`src/rtl/qn_daq_pkg.sv`:
```
`default_nettype none
// ---------------------------------------------------------------------------
// qn_daq_pkg : shared constants and FSM encoding for the tube event builder
// Rev 1.0
// ---------------------------------------------------------------------------
package qn_daq_pkg;

  localparam logic [3:0] HDR_TAG   = 4'hE;
  localparam int         OWORD_W   = 16;
  localparam int         EVT_CNT_W = 12;

  typedef enum logic [1:0] {
    ST_IDLE   = 2'd0,
    ST_WINDOW = 2'd1,
    ST_CHECK  = 2'd2,
    ST_WRITE  = 2'd3
  } builder_state_e;

  // One header word followed by the hit map packed into output words.
  function automatic int words_per_evt(input int n_wires);
    return 1 + n_wires / OWORD_W;
  endfunction

endpackage
`default_nettype wire

```
`src/rtl/tube_event_builder_sync_fifo.sv`:
```
`default_nettype none
// ---------------------------------------------------------------------------
// sync_fifo : single-clock FIFO with registered read data and valid strobe
// Rev 1.0
// ---------------------------------------------------------------------------
module sync_fifo #(
  parameter int  WIDTH = 16,
  parameter int  DEPTH = 64,
  localparam int AW    = $clog2(DEPTH)
) (
  input  logic             clk,
  input  logic             reset,
  input  logic             wr_en,
  input  logic [WIDTH-1:0] wr_data,
  input  logic             rd_en,
  output logic [WIDTH-1:0] rd_data,
  output logic             rd_valid,
  output logic             empty,
  output logic [AW:0]      count
);

  logic [WIDTH-1:0] mem_q [DEPTH];
  logic [AW-1:0]    wr_ptr_q, wr_ptr_d;
  logic [AW-1:0]    rd_ptr_q, rd_ptr_d;
  logic [AW:0]      count_q, count_d;
  logic [WIDTH-1:0] rd_data_q, rd_data_d;
  logic             rd_valid_q, rd_valid_d;
  logic             do_push, do_pop;

  always_comb begin
    do_pop     = rd_en && (count_q != '0);
    // A push into a full FIFO is accepted only when a pop frees a slot this cycle.
    do_push    = wr_en && ((count_q != (AW+1)'(DEPTH)) || do_pop);
    wr_ptr_d   = do_push ? wr_ptr_q + AW'(1) : wr_ptr_q;
    rd_ptr_d   = do_pop  ? rd_ptr_q + AW'(1) : rd_ptr_q;
    count_d    = count_q + (AW+1)'(do_push) - (AW+1)'(do_pop);
    rd_data_d  = do_pop ? mem_q[rd_ptr_q] : rd_data_q;
    rd_valid_d = do_pop;
  end

  always_ff @(posedge clk) begin
    if (do_push) mem_q[wr_ptr_q] <= wr_data;
  end

  always_ff @(posedge clk) begin
    if (reset) begin
      wr_ptr_q   <= '0;
      rd_ptr_q   <= '0;
      count_q    <= '0;
      rd_data_q  <= '0;
      rd_valid_q <= 1'b0;
    end else begin
      wr_ptr_q   <= wr_ptr_d;
      rd_ptr_q   <= rd_ptr_d;
      count_q    <= count_d;
      rd_data_q  <= rd_data_d;
      rd_valid_q <= rd_valid_d;
    end
  end

  assign rd_data  = rd_data_q;
  assign rd_valid = rd_valid_q;
  assign empty    = (count_q == '0);
  assign count    = count_q;

endmodule
`default_nettype wire

```
`src/rtl/tube_event_builder.sv`:
```
`default_nettype none
// ---------------------------------------------------------------------------
// tube_event_builder : coincidence-triggered drift-tube hit map builder with FIFO
// Rev 1.0
// ---------------------------------------------------------------------------
module tube_event_builder
  import qn_daq_pkg::*;
#(
  parameter int NUM_LAYERS      = 4,
  parameter int WIRES_PER_LAYER = 8,
  parameter int PRE_CYCLES      = 4,
  parameter int WINDOW_CYCLES   = 20,
  parameter int FIFO_DEPTH      = 64
) (
  input  logic                                  clk100,
  input  logic                                  reset,
  input  logic                                  SCIN_COIN,
  input  logic [NUM_LAYERS*WIRES_PER_LAYER-1:0] TUBE_HITS,
  input  logic                                  RD_EN,
  output logic [OWORD_W-1:0]                    OTUBE,
  output logic                                  RD_VALID,
  output logic                                  RD_EMPTY,
  output logic                                  overflowLight,
  output logic [EVT_CNT_W-1:0]                  evt_count
);

  localparam int N_WIRES       = NUM_LAYERS * WIRES_PER_LAYER;
  localparam int N_DATA_WORDS  = N_WIRES / OWORD_W;
  localparam int WORDS_PER_EVT = words_per_evt(N_WIRES);
  localparam int IDX_W         = $clog2(WORDS_PER_EVT);
  localparam int CNT_W         = $clog2(FIFO_DEPTH) + 1;

  builder_state_e       state_q, state_d;
  logic [N_WIRES-1:0]   hist_q [PRE_CYCLES];
  logic [N_WIRES-1:0]   hist_d [PRE_CYCLES];
  logic [N_WIRES-1:0]   hist_or;
  logic [N_WIRES-1:0]   capture_q, capture_d;
  logic [7:0]           win_cnt_q, win_cnt_d;
  logic [IDX_W-1:0]     wr_idx_q, wr_idx_d;
  logic [EVT_CNT_W-1:0] evt_count_q, evt_count_d;
  logic                 overflow_q, overflow_d;
  logic                 coin_prev_q;
  logic                 trigger;

  logic                 push;
  logic [OWORD_W-1:0]   push_data;
  logic                 fifo_empty;
  logic [CNT_W-1:0]     fifo_count;
  logic                 pop;
  int                   free_words;

  always_comb begin
    hist_d[0] = TUBE_HITS;
    for (int i = 1; i < PRE_CYCLES; i++) hist_d[i] = hist_q[i-1];
    hist_or = '0;
    for (int i = 0; i < PRE_CYCLES; i++) hist_or = hist_or | hist_q[i];
  end

  assign trigger = SCIN_COIN && !coin_prev_q;
  assign pop     = RD_EN && !fifo_empty;
  // Counting a same-cycle pop lets a draining reader free room for the next event.
  assign free_words = FIFO_DEPTH - int'(fifo_count) + int'(pop);

  always_comb begin
    push_data = {HDR_TAG, evt_count_q};
    for (int k = 0; k < N_DATA_WORDS; k++) begin
      if (int'(wr_idx_q) == k + 1) push_data = capture_q[k*OWORD_W +: OWORD_W];
    end
  end

  always_comb begin
    state_d     = state_q;
    capture_d   = capture_q;
    win_cnt_d   = win_cnt_q;
    wr_idx_d    = wr_idx_q;
    evt_count_d = evt_count_q;
    overflow_d  = overflow_q;
    push        = 1'b0;
    case (state_q)
      ST_IDLE: begin
        if (trigger) begin
          capture_d = hist_or | TUBE_HITS;
          win_cnt_d = 8'(WINDOW_CYCLES - 1);
          state_d   = ST_WINDOW;
        end
      end
      ST_WINDOW: begin
        capture_d = capture_q | TUBE_HITS;
        if (win_cnt_q == 8'd0) state_d = ST_CHECK;
        else                   win_cnt_d = win_cnt_q - 8'd1;
      end
      ST_CHECK: begin
        wr_idx_d = '0;
        if (free_words >= WORDS_PER_EVT) begin
          state_d = ST_WRITE;
        end else begin
          overflow_d = 1'b1;
          state_d    = ST_IDLE;
        end
      end
      ST_WRITE: begin
        push = 1'b1;
        if (int'(wr_idx_q) == WORDS_PER_EVT - 1) begin
          evt_count_d = evt_count_q + EVT_CNT_W'(1);
          state_d     = ST_IDLE;
        end else begin
          wr_idx_d = wr_idx_q + IDX_W'(1);
        end
      end
      default: state_d = ST_IDLE;
    endcase
  end

  always_ff @(posedge clk100) begin
    if (reset) begin
      state_q     <= ST_IDLE;
      capture_q   <= '0;
      win_cnt_q   <= '0;
      wr_idx_q    <= '0;
      evt_count_q <= '0;
      overflow_q  <= 1'b0;
      coin_prev_q <= 1'b0;
      for (int i = 0; i < PRE_CYCLES; i++) hist_q[i] <= '0;
    end else begin
      state_q     <= state_d;
      capture_q   <= capture_d;
      win_cnt_q   <= win_cnt_d;
      wr_idx_q    <= wr_idx_d;
      evt_count_q <= evt_count_d;
      overflow_q  <= overflow_d;
      coin_prev_q <= SCIN_COIN;
      hist_q      <= hist_d;
    end
  end

  sync_fifo #(
    .WIDTH (OWORD_W),
    .DEPTH (FIFO_DEPTH)
  ) u_fifo (
    .clk      (clk100),
    .reset    (reset),
    .wr_en    (push),
    .wr_data  (push_data),
    .rd_en    (RD_EN),
    .rd_data  (OTUBE),
    .rd_valid (RD_VALID),
    .empty    (fifo_empty),
    .count    (fifo_count)
  );

  assign RD_EMPTY      = fifo_empty;
  assign overflowLight = overflow_q;
  assign evt_count     = evt_count_q;

endmodule
`default_nettype wire
```
`config.mk`:
```
export PLATFORM = sky130hd
export DESIGN_NAME = tube_event_builder
export DESIGN_NICKNAME = d
export VERILOG_FILES = /design/src/rtl/qn_daq_pkg.sv /design/src/rtl/tube_event_builder_sync_fifo.sv /design/src/rtl/tube_event_builder.sv
export SDC_FILE = /design/constraint.sdc
export NUM_CORES = 1
export LEC_CHECK = 0
export CAP_MARGIN = 40
export CORE_MARGIN = 2
export CORE_UTILIZATION = 45
export CTS_CLUSTER_SIZE = 24
export DETAILED_ROUTE_END_ITERATION = 8
export GPL_ROUTABILITY_DRIVEN = 0
export GPL_TIMING_DRIVEN = 0
export PLACE_DENSITY = 0.63
export SLEW_MARGIN = 20
export SYNTH_ARGS = -nofsm -noshare
export SYNTH_HDL_FRONTEND = slang
export SYNTH_SLANG_ARGS = --single-unit
```
`constraint.sdc`:
```
create_clock -name clk100 -period 5.05 [get_ports clk100]
set_input_delay 1.2625 -clock clk100 [delete_from_list [all_inputs] [get_ports clk100]]
set_output_delay 1.2625 -clock clk100 [all_outputs]
set_load 0.1 [all_outputs]
```
### After elaboration in Yosys (flattened, before gate mapping)

Memories as Yosys holds them, arrays and structs flattened. A register that Yosys moved wholly into a read port is not among the register bits.
Cells that the tools add are included.

* output and inout bits: 31
* bits in latches: 0
* input port bits: 36
* logic and storage cells: 79
* bits in read-only memories: 0
* flip-flop bits (word level): 206
* memory bits (writable): 1024
* memories: 1

* mux-type cells: 17
* multipliers: 0
* divide/modulo/power cells: 0
* add/subtract/negate cells: 9
* equal/unequal tests: 11
* reduce and logical (&&, ||, !) cells: 19
* magnitude comparators: 1
* bitwise gates (word level): 6
* shifts and indexed selects: 0

Memory list
* u_fifo.mem_q: depth 64, width 16, read ports 1, clocked after Yosys merged registers in 1, wr ports 1, RTL line tube_event_builder_sync_fifo.sv:22 `logic [WIDTH-1:0] mem_q [DEPTH];`

Operator list (number)
* bitwise OR 32 bit: 5
* one-hot mux 32 bit (2 select lines): 1
* two-way mux 16 bit: 2
* two-way mux 32 bit: 1
* two-way mux 8 bit: 2
* one-hot mux 8 bit (2 select lines): 1
* adder 12 x 1 -> 12 bit (second input constant): 1
* adder 6 x 1 -> 6 bit (second input constant): 2
* two-way mux 2 bit: 5
* != test 2 bit (second input constant): 5
* adder 8 x 2 -> 9 bit: 1
* greater-or-equal comparator 9 x 3 -> 1 bit (second input constant): 1
* == test 2 bit (second input constant): 4
* zero test 8 bit: 1
* one-hot mux 2 bit (4 select lines): 1
* AND reduction 2 bit: 4
* subtractor 7 x 7 -> 8 bit (first input constant): 1
* subtractor 8 x 1 -> 8 bit (second input constant): 1
* adder 7 x 1 -> 7 bit: 1
* zero test 7 bit: 1
* != test 7 bit (second input constant): 1
* nonzero test 7 bit: 1
* subtractor 7 x 1 -> 7 bit: 1
* AND reduction 3 bit: 2
* other kinds (10): 17

### Logic depth before layout (Yosys ltp)

* word-level depth: 7
* gate-level depth with buffers: 16
* depth with buffers taken out: 16

### Cells and area by module

A second synthesis with hierarchy kept.

* cell total of the unflattened synthesis: 2739
* area total of the unflattened synthesis: 47629.4 sq um

By module, submodules not included
* sync_fifo: seq. area each 31470.2 sq um, area an instance 41041.9 sq um, cells each 2068, instances 1
* tube_event_builder: seq. area each 3723.6 sq um, area an instance 6587.6 sq um, cells each 671, instances 1

### Least setup slack after synthesis

OpenSTA, ideal clock, no wires.

* kind: register -> register
* from: register wr_idx_q[0]
* to: memory u_fifo.mem_q[0][6] (data pin)
* cell stages (with the launch flop): 6
* required time: 4.348 ns
* data arrival time: 3.889 ns
* library setup time: 0.702 ns
* path slack: 0.459 ns
* buffers on the path: 2
* clock period less this slack: 4.591 ns
* path through: dfxtp_1 > ha_1 > clkbuf_1 > buf_1 > mux2i_1 > o21ai_0

* cells in the longest elaborated chain, start to end: 3
* elaborated cells on any way between the ends: 4
* those cells by class: eq/ne (2); mux (2)

Ends and longest elaborated chain
* from (decl): RTL line tube_event_builder.sv:39 `logic [IDX_W-1:0] wr_idx_q, wr_idx_d;`
* from (signal assigned): RTL line tube_event_builder.sv:128 `wr_idx_q <= wr_idx_d;`
* == test 2 bit: RTL line tube_event_builder.sv:67 `if (int'(wr_idx_q) == k + 1) push_data = capture_q[k*OWORD_W +: OWORD_W];`
* two-way mux 16 bit: RTL line tube_event_builder.sv:67
* two-way mux 16 bit *: RTL line tube_event_builder.sv:67
* net push_data[6]: RTL line tube_event_builder.sv:46 `logic [OWORD_W-1:0] push_data;`
* to (decl): RTL line tube_event_builder_sync_fifo.sv:22

The timed path passes the listed nets; every way through them passes the cells marked *.

### Worst setup path in the final report

* from: register u_fifo.count_q[1] (netlist: u_fifo.count[1])
* to: register u_fifo.count_q[6] (netlist: u_fifo.count[6])

* cells in the longest elaborated chain, start to end: 6
* elaborated cells on any way between the ends: 7
* those cells by class: add/sub (2); eq/ne (1); reduce/logical (4)

Ends and longest elaborated chain
* from (decl): RTL line tube_event_builder_sync_fifo.sv:25 `logic [AW:0] count_q, count_d;`
* from (signal assigned): RTL line tube_event_builder_sync_fifo.sv:55 `count_q <= count_d;`
* nonzero test 7 bit: RTL line tube_event_builder_sync_fifo.sv:31 `do_pop = rd_en && (count_q != '0);`
* logical AND 1 bit: RTL line tube_event_builder_sync_fifo.sv:31
* logical OR 1 bit: RTL line tube_event_builder_sync_fifo.sv:33 `do_push = wr_en && ((count_q != (AW+1)'(DEPTH)) || do_pop);`
* logical AND 1 bit: RTL line tube_event_builder_sync_fifo.sv:33
* adder 7 x 1 -> 7 bit: RTL line tube_event_builder_sync_fifo.sv:36 `count_d = count_q + (AW+1)'(do_push) - (AW+1)'(do_pop);`
* subtractor 7 x 1 -> 7 bit *: RTL line tube_event_builder_sync_fifo.sv:36

Every way passes the cells marked *; elsewhere a longest branch is shown, timed or not.
A chain may end at the register's enable or synchronous reset.

==> implementation parameters <==
Parameter                              Value

Routing
  First-pass detailed-route iteration total ... 5
  Number of routed nets with antenna violations ... 0
  Number of DRC markers in iteration 0 ... between 3000 and 4000
  Via density per instance ... approximately 6
  Detailed-route via count ... 26500
  Average routed wire per standard cell ... 28.3 µm
  Routed Wire Length ... 128 mm
  Post-route DRC violation count ... 0

Synth
  Cell type with the highest aggregate area in the netlist ... edfxtp_1
  Predominant post-synthesis flop cell ... edfxtp_1
  FF+latch count, synth ... 1246
  EDFF count, synth ... 1024
  Synth async-reset ratio ... 0
  Post-Syn Instances ... 2682
  Post-synthesis net count ... between 2000 and 3000
  Count of warnings emitted by yosys ... 0
  Part of the Yosys area used for sequential elements ... 0.743
  Synthesized area divided by synthesized cell count ... 17.7 µm²
  Yosys top cell area share ... 0.649
  Netlist Area Pre-Place ... 47400 µm²
  Main area contributors after synthesis ... edfxtp_1 (65%), dfxtp_1 (9.4%), mux4_2 (8.4%)
  Post-synth cell types ... 52

Floorplanning
  DIE HEIGHT ... roughly 330 µm
  Area enclosed by the die boundary ... 108000 µm²
  Number of ports placed on the die boundary ... 67
  Die span in x ... 328 µm
  Core Rows ... 119
  Core area ... 105000 µm²
  Initial core utilization ... 0.452

Layout
  Net count, final ... 3079
  Utilization after layout ... 0.539
  Number of inserted filler cells in the final layout ... approximately 8100
  Share of final-layout standard cells stronger than drive strength 1 ... 0.217
  Growth of design area from synthesis to finish ... 19.2%
  Finished Cell Area ... 56500 µm²
  Antenna Cells ... 0

GRT
  Vias in the first global route ... 26400
  GRT overflow ... 0
  Initial antenna violation count ... 4
  GRT Resource Usage Total ... 0.238
  Global-route wire length before repair ... 185 mm
  Pin count of the biggest net entering global routing ... 41

Placement
  Standard cell area after detailed placement ... about 52000 µm²
  Number of buffers added on ports ... 66
  Post-detailed-placement half-perimeter wirelength ... 90.2 mm

Setup path
  Path type of the worst setup path ... reg -> reg
  Crit start category ... flip-flop
  Data arrival time of the critical path ... 4610 ps
  Largest fanout of any net on the critical path ... 7
  Required time at the worst-slack endpoint ... 5640 ps
  R2R depth ... 16
  Nature of the critical path endpoint ... flip-flop

Power
  Power share of the clock group ... 0.366
  Total Power ... between 20 and 25 mW
  Switching Power ... about 6.5 mW
  Sequential Power Share ... 0.461
  Internal power ... 18.4 mW
  Switching Fraction ... 0.262
  Power density relative to cell area ... 441 nW/µm²
  Worst-case vdd ir drop ... about 340 µV
  Leakage ... 18.1 nW
  Relative contribution of combinational cells to total power ... 0.173

STA
  Setup violation total in the final timing report ... 0
  Least-Margin Pin Slew ... 937 ps
  Hold Slack ... 457 ps
  Number of hold violations in the final report ... 0
  Part of the cycle the worst path needs ... 0.794
  Total count of max-transition violations in the final report ... 0
  Worst slew slack as a fraction of its limit ... 0.371
  Final clock skew ... between 40 and 50 ps
  Crit path time final ... 4010 ps
  Maximum clock frequency ... about 0.25 GHz
  Unrepaired setup endpoints after global routing ... no
  Final total negative setup slack ... 0 ps

Clock tree
  Clock slew at reported path FFs ... 60 ps
  TritonCTS clock tree ... yes
  Count of instances resized after the clock tree is built ... 0
  Clock network latency to the later pin of the worst-skew pair ... between 700 and 800 ps
  Number of buffers added for setup after CTS ... 0
  Sinks on Clock Net ... 1246
  Total clock buffers created by CTS ... 120
  Post-CTS Hold Buffers ... 0
  Maximum clock path buffer count ... 3
  Buffer cell driving the clock tree root ... clkbuf_16
  Number of levels in the clock H-tree ... 3

Hold path
  Type of the worst min-delay path ... reg -> reg
  Hold path depth ... 1

Job
  Number of max-capacitance violations reported ... 0

Outcome
  Outcome ... complete, no violations
power by group through the flow:
stage,Clock (mW),Combinational [mW],Sequential (mW)
floorplan,0,2.54,11.9
global placement,0,3.97,11.8
detailed placement,0,4.27,11.7
CTS,9.23,4.29,11.5
global route,9.63,4.56,11.5
finish,9.12,4.30,11.5
sequential cells by signal, summed over array words and instances (netlist names), 6 cells and up:
signal,cells
u_fifo.mem_q,1024
hist_d,96
capture_q,32
hist_q,32
u_fifo.rd_data,16
evt_count,12
win_cnt_q,8
u_fifo.count,7
u_fifo.rd_ptr_q,6
u_fifo.wr_ptr_q,6
synthesized netlist by cell type, types with 15 or more instances:
library cell and instances:
or4_1 32, mux4_2 176, a21oi_1 66, a211oi_1 38, xnor2_1 15, buf_1 19, mux2_2 21, o221ai_1 26
nor2b_1 140, a211o_1 17, inv_1 26, mux2i_1 191, a221oi_1 16, o22ai_1 42, a311oi_1 15, buf_2 38
ha_1 22, nand2b_1 15, edfxtp_1 1024, dfxtp_1 222, nor2_1 156, o21ai_0 51, clkbuf_1 72, nand2_1 96
xor2_1 16, nor3_1 26
cell families after synthesis:
kind of cell             count (synthesis)  synth area share
AO/OA/AOI/OAI                          303            0.0431
XOR/XNOR                                31           0.00573
adder cells (fa/ha/maj)                 23           0.00624
buffers and inverters                  177            0.0177
flip-flops                            1246             0.743
multiplexers                           388             0.129
AND/OR/NAND/NOR                        514            0.0549
cells in the final DEF (no fill, tap or decap), types with 63 or more instances in the layout:
cell             netlist  final
dfxtp_1              222    222
nand2_1               96     96
mux2i_1              191    191
clkdlybuf4s50_1        0     66
nor2_1               156     93
clkbuf_16              0    124
a21oi_1               66     63
mux4_2               176    176
nor2b_1              140    140
clkbuf_1              72     91
edfxtp_1            1024   1024
critical path: stages (launching register included):
cell and delay, ps:
dfxtp_1 350, inv_1 120, ha_1 250, nand3_1 200, o21ai_1 720, inv_1 430
ha_1 410, inv_1 60, ha_1 180, inv_1 70, fa_1 440, o21bai_1 140
a21oi_1 110, o21bai_1 150, a21oi_1 90, xor2_1 140, nor2_1 50
layout make-up:
type | count | area [µm²] | share of cell area
tap | 1391 | 1740 | 0.0308
clock inverter | 67 | 678 | 0.0120
clock buffer | 157 | 3360 | 0.0595
buffer | 151 | 746 | 0.0132
timing repair buffer | 216 | 2960 | 0.0523
multi-input combinational | 1259 | 11700 | 0.207
sequential | 1246 | 35200 | 0.623
inverter | 26 | 97.6 | 0.00173
layer usage:
metal | vias to the layer above | part of all wire | GRT usage
met5 | - | 0.00010 | 0
met2 | 1402 | 0.46 | 0.369
met3 | 245 | 0.099 | 0.0524
met1 | 13600 | 0.40 | 0.329
met4 | 2 | 0.038 | 0.0906
li1 | 11200 | - | -
per-stage QoR:
step                      instances  worst slack [ps]
after floorplan                2682               459
after global placement         4139             -4040
after detailed placement       4284               418
after CTS                      4508              1070
after global routing           4513               741
final                          4513              1040
worst paths after layout:
path | start | endpoint | slack (ps)
max | u_fifo.count[1] | u_fifo.count[6] | 1040
min | hist_d[65] | hist_d[33] | 460
max reg2reg | u_fifo.count[1] | u_fifo.count[6] | 1040
min reg2reg | hist_d[65] | hist_d[33] | 460
Power figures use the tool's default switching activity.
